`src/rtl/uart_rx.sv`:
```
// uart_rx: oversampled UART receiver, LSB first, optional even-parity bit before the stop bit.
// Build option: define UART_RX_PARITY_EN to receive and check the parity bit; otherwise data goes straight to stop.
module uart_rx #(
    parameter int Data_bits = 9,
    parameter int St_ticks  = 8,
    parameter int Dt_ticks  = 16
) (
    input  logic                 clk,
    input  logic                 Reset,
    input  logic                 rx,
    input  logic                 s_ticks,
    output logic [Data_bits-2:0] data_out,
    output logic                 rx_done_tick,
    output logic                 parity_error,
    output logic                 frame_error
);
    localparam int DW = Data_bits - 1;
    localparam int SW = $clog2(Dt_ticks);
    localparam int NW = $clog2(Data_bits);
    localparam logic [SW-1:0] S_MID  = SW'(St_ticks / 2 - 1);
    localparam logic [SW-1:0] S_LAST = SW'(Dt_ticks - 1);
    localparam logic [NW-1:0] N_LAST = NW'(DW - 1);

    typedef enum logic [2:0] {IDLE, START, DATA, PARITY, STOP} state_t;

    state_t        state_reg;
    logic [SW-1:0] s_reg;
    logic [NW-1:0] n_reg;
    logic [DW-1:0] shift_reg;
    logic [DW-1:0] data_reg;
    logic          armed_reg;
    logic          done_reg;
    logic          frame_err_reg;
`ifdef UART_RX_PARITY_EN
    // Parity result is held here until the stop bit commits the whole frame.
    logic          parity_pend_reg;
    logic          parity_err_reg;
`endif

    always_ff @(posedge clk) begin
        if (Reset) begin
            state_reg     <= IDLE;
            s_reg         <= '0;
            n_reg         <= '0;
            shift_reg     <= '0;
            data_reg      <= '0;
            armed_reg     <= 1'b0;
            done_reg      <= 1'b0;
            frame_err_reg <= 1'b0;
`ifdef UART_RX_PARITY_EN
            parity_pend_reg <= 1'b0;
            parity_err_reg  <= 1'b0;
`endif
        end else begin
            done_reg <= 1'b0;
            case (state_reg)
                IDLE: begin
                    // A line that has not been seen high since a break stays ignored.
                    if (rx) begin
                        armed_reg <= 1'b1;
                    end else if (armed_reg) begin
                        s_reg     <= '0;
                        state_reg <= START;
                    end
                end
                START: if (s_ticks) begin
                    if (s_reg == S_MID) begin
                        if (!rx) begin
                            s_reg     <= '0;
                            n_reg     <= '0;
                            state_reg <= DATA;
                        end else begin
                            state_reg <= IDLE;
                        end
                    end else begin
                        s_reg <= s_reg + SW'(1);
                    end
                end
                DATA: if (s_ticks) begin
                    if (s_reg == S_LAST) begin
                        s_reg     <= '0;
                        shift_reg <= {rx, shift_reg[DW-1:1]};
                        n_reg     <= n_reg + NW'(1);
                        if (n_reg == N_LAST) begin
`ifdef UART_RX_PARITY_EN
                            state_reg <= PARITY;
`else
                            state_reg <= STOP;
`endif
                        end
                    end else begin
                        s_reg <= s_reg + SW'(1);
                    end
                end
`ifdef UART_RX_PARITY_EN
                PARITY: if (s_ticks) begin
                    if (s_reg == S_LAST) begin
                        s_reg           <= '0;
                        parity_pend_reg <= rx ^ (^shift_reg);
                        state_reg       <= STOP;
                    end else begin
                        s_reg <= s_reg + SW'(1);
                    end
                end
`endif
                STOP: if (s_ticks) begin
                    if (s_reg == S_LAST) begin
                        s_reg         <= '0;
                        data_reg      <= shift_reg;
                        frame_err_reg <= ~rx;
                        done_reg      <= 1'b1;
`ifdef UART_RX_PARITY_EN
                        parity_err_reg <= parity_pend_reg;
`endif
                        if (!rx) begin
                            armed_reg <= 1'b0;
                        end
                        state_reg <= IDLE;
                    end else begin
                        s_reg <= s_reg + SW'(1);
                    end
                end
                default: state_reg <= IDLE;
            endcase
        end
    end

    assign data_out     = data_reg;
    assign rx_done_tick = done_reg;
    assign frame_error  = frame_err_reg;
`ifdef UART_RX_PARITY_EN
    assign parity_error = parity_err_reg;
`else
    assign parity_error = 1'b0;
`endif

endmodule

```
`config.mk`:
```
export PLATFORM = sky130hd
export DESIGN_NAME = uart_rx
export DESIGN_NICKNAME = d
export VERILOG_FILES = /design/src/rtl/uart_rx.sv
export SDC_FILE = /design/constraint.sdc
export NUM_CORES = 1
export LEC_CHECK = 0
export ABC_AREA = 0
export BUFFER_PORTS_ARGS = -buffer_cell sky130_fd_sc_hd__buf_2
export CAP_MARGIN = 40
export CORE_MARGIN = 2
export CORE_UTILIZATION = 35
export CTS_BUF_LIST = sky130_fd_sc_hd__clkbuf_8
export CTS_CLUSTER_SIZE = 16
export DETAILED_ROUTE_END_ITERATION = 10
export SKIP_LAST_GASP = 1
export SLEW_MARGIN = 20
export SYNTH_ARGS = -nofsm -noshare
export SYNTH_HDL_FRONTEND = slang
export SYNTH_SLANG_ARGS = --single-unit
```
`constraint.sdc`:
```
create_clock -name clk -period 1.8 [get_ports clk]
set_input_delay 0.27 -clock clk [delete_from_list [all_inputs] [get_ports clk]]
set_output_delay 0.27 -clock clk [all_outputs]
set_load 0.01 [all_outputs]
```
==> results by stage <==
Placement:
- The estimated wirelength of the detail-placed design is 2140 microns.
- The pre-CTS worst setup slack is 0.00860 ns.
- The placer's final routability congestion estimate is 0.838.
- The number of input and output port buffers inserted is 13.
- Once placement completed, the tool counted placed cells totaling 218.

Logic synthesis:
- The xor/xnor cell area share of the yosys netlist is 0.
- The part of the Yosys area used for sequential elements is 0.421.
- The leading cell type by number of instances after synthesis is sky130_fd_sc_hd__dfxtp_1.
- In this run, synthesis inferred 0 flip-flops with an integrated enable.
- The synthesized netlist net count is 166.
- During synthesis, Yosys emitted a total of 0 warnings.
- The area share of fa/ha/maj cells after synthesis is 0.0176.
- Counting flops with an async set or reset pin after synthesis yields a share of 0.
- The area fraction in compound gates after synthesis was 0.136.
- Sorting the synthesized cells by area gives the leading types as sky130_fd_sc_hd__dfxtp_1, sky130_fd_sc_hd__mux2i_1, sky130_fd_sc_hd__nor2_1, sky130_fd_sc_hd__a21oi_1, sky130_fd_sc_hd__nand3_1.
- The post-synthesis cell count is 160.
- Of the total synthesized cell area, the portion taken by AND, OR, NAND and NOR gates is 0.242.
- The count of distinct cell types in the synthesized netlist is 41.
- The largest area contributor in the synthesized netlist is sky130_fd_sc_hd__dfxtp_1.
- The area of the mapped netlist is 1430 sq um.
- Of the post-synthesis cell area, the dominant cell type holds 0.421.
- Measured against the total synthesized area, the mux share comes to 0.126.
- By count the netlist is led by sky130_fd_sc_hd__dfxtp_1, sky130_fd_sc_hd__nor2_1, sky130_fd_sc_hd__mux2i_1.
- Among all flip-flop cells after synthesis, the most frequent one is sky130_fd_sc_hd__dfxtp_1.
- The synthesized design contains 30 register bits.
- By area, the combinational part of the netlist is dominated by simple AND/OR/NAND/NOR gates.
- The mean post-synth cell area is 8.91 sq um.

STA:
- The clock skew after layout is 0.00712 ns.
- After layout, the worst setup slack is 0.0906 ns.
- The maximum clock frequency is 585 MHz.
- The portion of the clock cycle consumed by the worst path in the final layout is 0.950.
- Setup repair after global routing left no endpoint under its margin.
- The time the worst path needs with I/O delays and setup is 1.71 ns.
- The hold violation total from the final report came to 0.
- The count of pins over their slew limit is 0.
- Summed over all failing endpoints, the final setup total negative slack is 0 ns.
- Setup violations remaining at the end of the flow were counted as 0.

Route:
- The total wirelength of the detailed-routed design is 3050 microns.
- The number of iterations in the first detailed-routing pass is 4.
- The average via count per standard cell is 5.46.
- The routed length per placed instance is 13.5 microns.
- The final route contains 1,235 vias.
- The number of nets with antenna violations after routing is 0.
- The first-iteration detailed-routing DRC count is 116.
- The post-detailed-route DRC marker count is 0.

Worst setup path:
- The number of buffer and inverter stages on the critical path is 0.
- The worst register-to-register path ends at state_reg[0]$_SDFFE_PP0P_.
- The type of the worst setup path is flip-flop to flip-flop.
- On the worst path, the slowest cell contributes a delay of 0.50 ns.
- The kind of end point of the critical path is a flip-flop.
- STA classifies the critical path startpoint as a flip-flop.
- The maximum fanout along the worst path is 8.
- The largest individual stage delay along the critical path comes from the cell sky130_fd_sc_hd__or4_1.
- The cell family contributing the most delay on the critical path is simple AND/OR/NAND/NOR gates.
- The critical path goes through ha_4 > a311oi_1 > o21a_2 > or4_1 > o31ai_1.
- The critical path runs through a total of 5 cells.
- The critical register-to-register path startpoint is s_reg[0]$_SDFFE_PP0P_.
- STA puts the critical path data required time at 1.99 ns.
- The setup check on the worst reg-to-reg path leaves a slack of 0.09 ns.
- Counting cells, the worst reg-to-reg path comes to 5.
- Data on the critical path arrives at its endpoint at 1.90 ns.

Finish:
- Once layout is complete, the cells apart from fillers number 226.
- Of the cells placed in the final design, the portion with a size suffix greater than 1 is 0.205.
- The final net count is 181.
- The layout has 410 filler cells.
- The signed area change from the synthesized netlist to the final layout is 17.0%.
- The number of antenna repair diodes is 0.
- The multi-input combinational cells in the finished layout cover a total of 768 sq um.
- The register area is 604 sq um.

Clock network:
- In this run the deepest clock path goes through 2 buffers.
- The clock slew seen by the registers of the worst setup and hold paths is 0.07 ns.
- The clock tree root driver cell is sky130_fd_sc_hd__clkbuf_8.
- TritonCTS built the clock tree.
- The total number of H-tree levels is 2.
- The CTS sink count is 30.
- The CTS buffer count is 5.
- The worst-skew pair later-pin latency is 0.28 ns.
- The number of buffers inserted for hold repair after clock tree synthesis is 0.
- After clock tree synthesis, the setup repair step added 0 buffers.

Pwr:
- The worst-case IR drop observed on VDD is 0.586 mV.
- The power after layout is 1.52 mW.
- The leakage power figure is 0.686 nW.
- In this run the power density over the cells is 910 nW/um^2.

Worst hold path:
- The end of the worst hold path is armed_reg$_SDFFE_PP0P_.
- The hold-critical path depth is 3.
- In this run the most critical hold path is launched from rx.
- The worst hold path belongs to the class input port to flip-flop.

Die:
- The effective utilization at floorplan is 0.359.
- The height of the die is 67.8 microns.
- The number of cell rows is 23.
- 15 I/O pins were placed.
- The die covers 4600 sq um.
- The die is 67.8 microns wide.
- The core region is 3970 sq um.

GRT:
- The global-route usage over all layers is 0.145.
- The maximum number of pins on one net before global-route repair is 19.
- The number of global-route vias before repair came to 1,083.
- The first-pass GRT wire length is 4910 microns.
- After global routing the overflow that remains totals 0.
- The number of antenna violations at the first check in global routing is 0.

Run:
- Max-cap violations in this run came to 0.

Status:
- The run finished with clean final reports.
## worst max path at each step
stage,from,to
6_report,s_reg[0]$_SDFFE_PP0P_,state_reg[0]$_SDFFE_PP0P_
5_1_grt,s_reg[0]$_SDFFE_PP0P_,state_reg[0]$_SDFFE_PP0P_
4_1_cts,state_reg[2]$_SDFFE_PP0P_,state_reg[0]$_SDFFE_PP0P_
3_5_place_dp,s_reg[0]$_SDFFE_PP0P_,state_reg[0]$_SDFFE_PP0P_
3_3_place_gp,s_reg[0]$_SDFFE_PP0P_,state_reg[0]$_SDFFE_PP0P_
2_1_floorplan,s_reg[0]$_SDFFE_PP0P_,state_reg[0]$_SDFFE_PP0P_
## logic make-up after synthesis
group | after synthesis
muxes | 18
DFF | 30
AOI/OAI and AO/OA | 28
buffers and inverters | 14
and+or+nand+nor | 67
adders and majority gates | 2
other | 1
## worst register-to-register path, delay by kind of cell (launching register included)
family | cells | cell delay, ns
AO/OA/AOI/OAI | 3 | 0.45
adder cells (fa/ha/maj) | 1 | 0.22
flip-flops | 1 | 0.45
AND/OR/NAND/NOR | 1 | 0.50
## layout by cell type, fill, tap and decap left out, types with 3 or more instances in the layout
cell type	n
sky130_fd_sc_hd__a21oi_1	7
sky130_fd_sc_hd__nand3_1	6
sky130_fd_sc_hd__dfxtp_1	27
sky130_fd_sc_hd__mux2i_1	18
sky130_fd_sc_hd__buf_2	13
sky130_fd_sc_hd__nor3_1	3
sky130_fd_sc_hd__clkbuf_8	6
sky130_fd_sc_hd__o31ai_1	3
sky130_fd_sc_hd__o21ai_0	4
sky130_fd_sc_hd__nor2b_1	3
sky130_fd_sc_hd__nor2_1	29
sky130_fd_sc_hd__nand4_1	3
sky130_fd_sc_hd__buf_4	6
sky130_fd_sc_hd__nand2_1	8
sky130_fd_sc_hd__dfxtp_2	3
## timing repair
action | in CTS | in global routing
cloned | 0 | 0
pin swaps | 0 | 0
setup endpoints to repair | 1 | 16
gates resized for setup | 1 | 6
## metal layers
layer | routed length, microns | GRT usage | part of all wire | vias up
met5 | 0 | 0 | 0 | -
met4 | 48 | 0.0675 | 0.016 | 0
met3 | 184 | 0.0428 | 0.060 | 8
met2 | 1510 | 0.224 | 0.49 | 40
met1 | 1310 | 0.185 | 0.43 | 582
li1 | - | - | - | 605
## metrics by stage
stage	hold slack [ns]	util	area [sq um]
after detailed placement	0.465	0.390	1550
after CTS	0.300	0.415	1650
after global placement	0.462	0.390	1550
after global routing	0.333	0.420	1670
final	0.307	0.420	1670
after floorplan	0.371	-	1430
## power by group
part | switching (mW) | internal, mW | leakage (nW) | total [mW]
registers | 0.0427 | 0.685 | 0.243 | 0.728
clock network | 0.251 | 0.307 | 0.0472 | 0.558
logic | 0.139 | 0.0931 | 0.396 | 0.232
total | 0.433 | 1.08 | 0.686 | 1.52
## final cells by class
| class | instances | share of cell area |
|---|---|---|
| timing repair buffer | 20 | 0.0780 |
| tap | 50 | 0.0375 |
| sequential | 30 | 0.362 |
| multi-input combinational | 116 | 0.461 |
| clock inverter | 2 | 0.00750 |
| inverter | 2 | 0.00450 |
| clock buffer | 6 | 0.0495 |
Power figures use the tool's default switching activity.
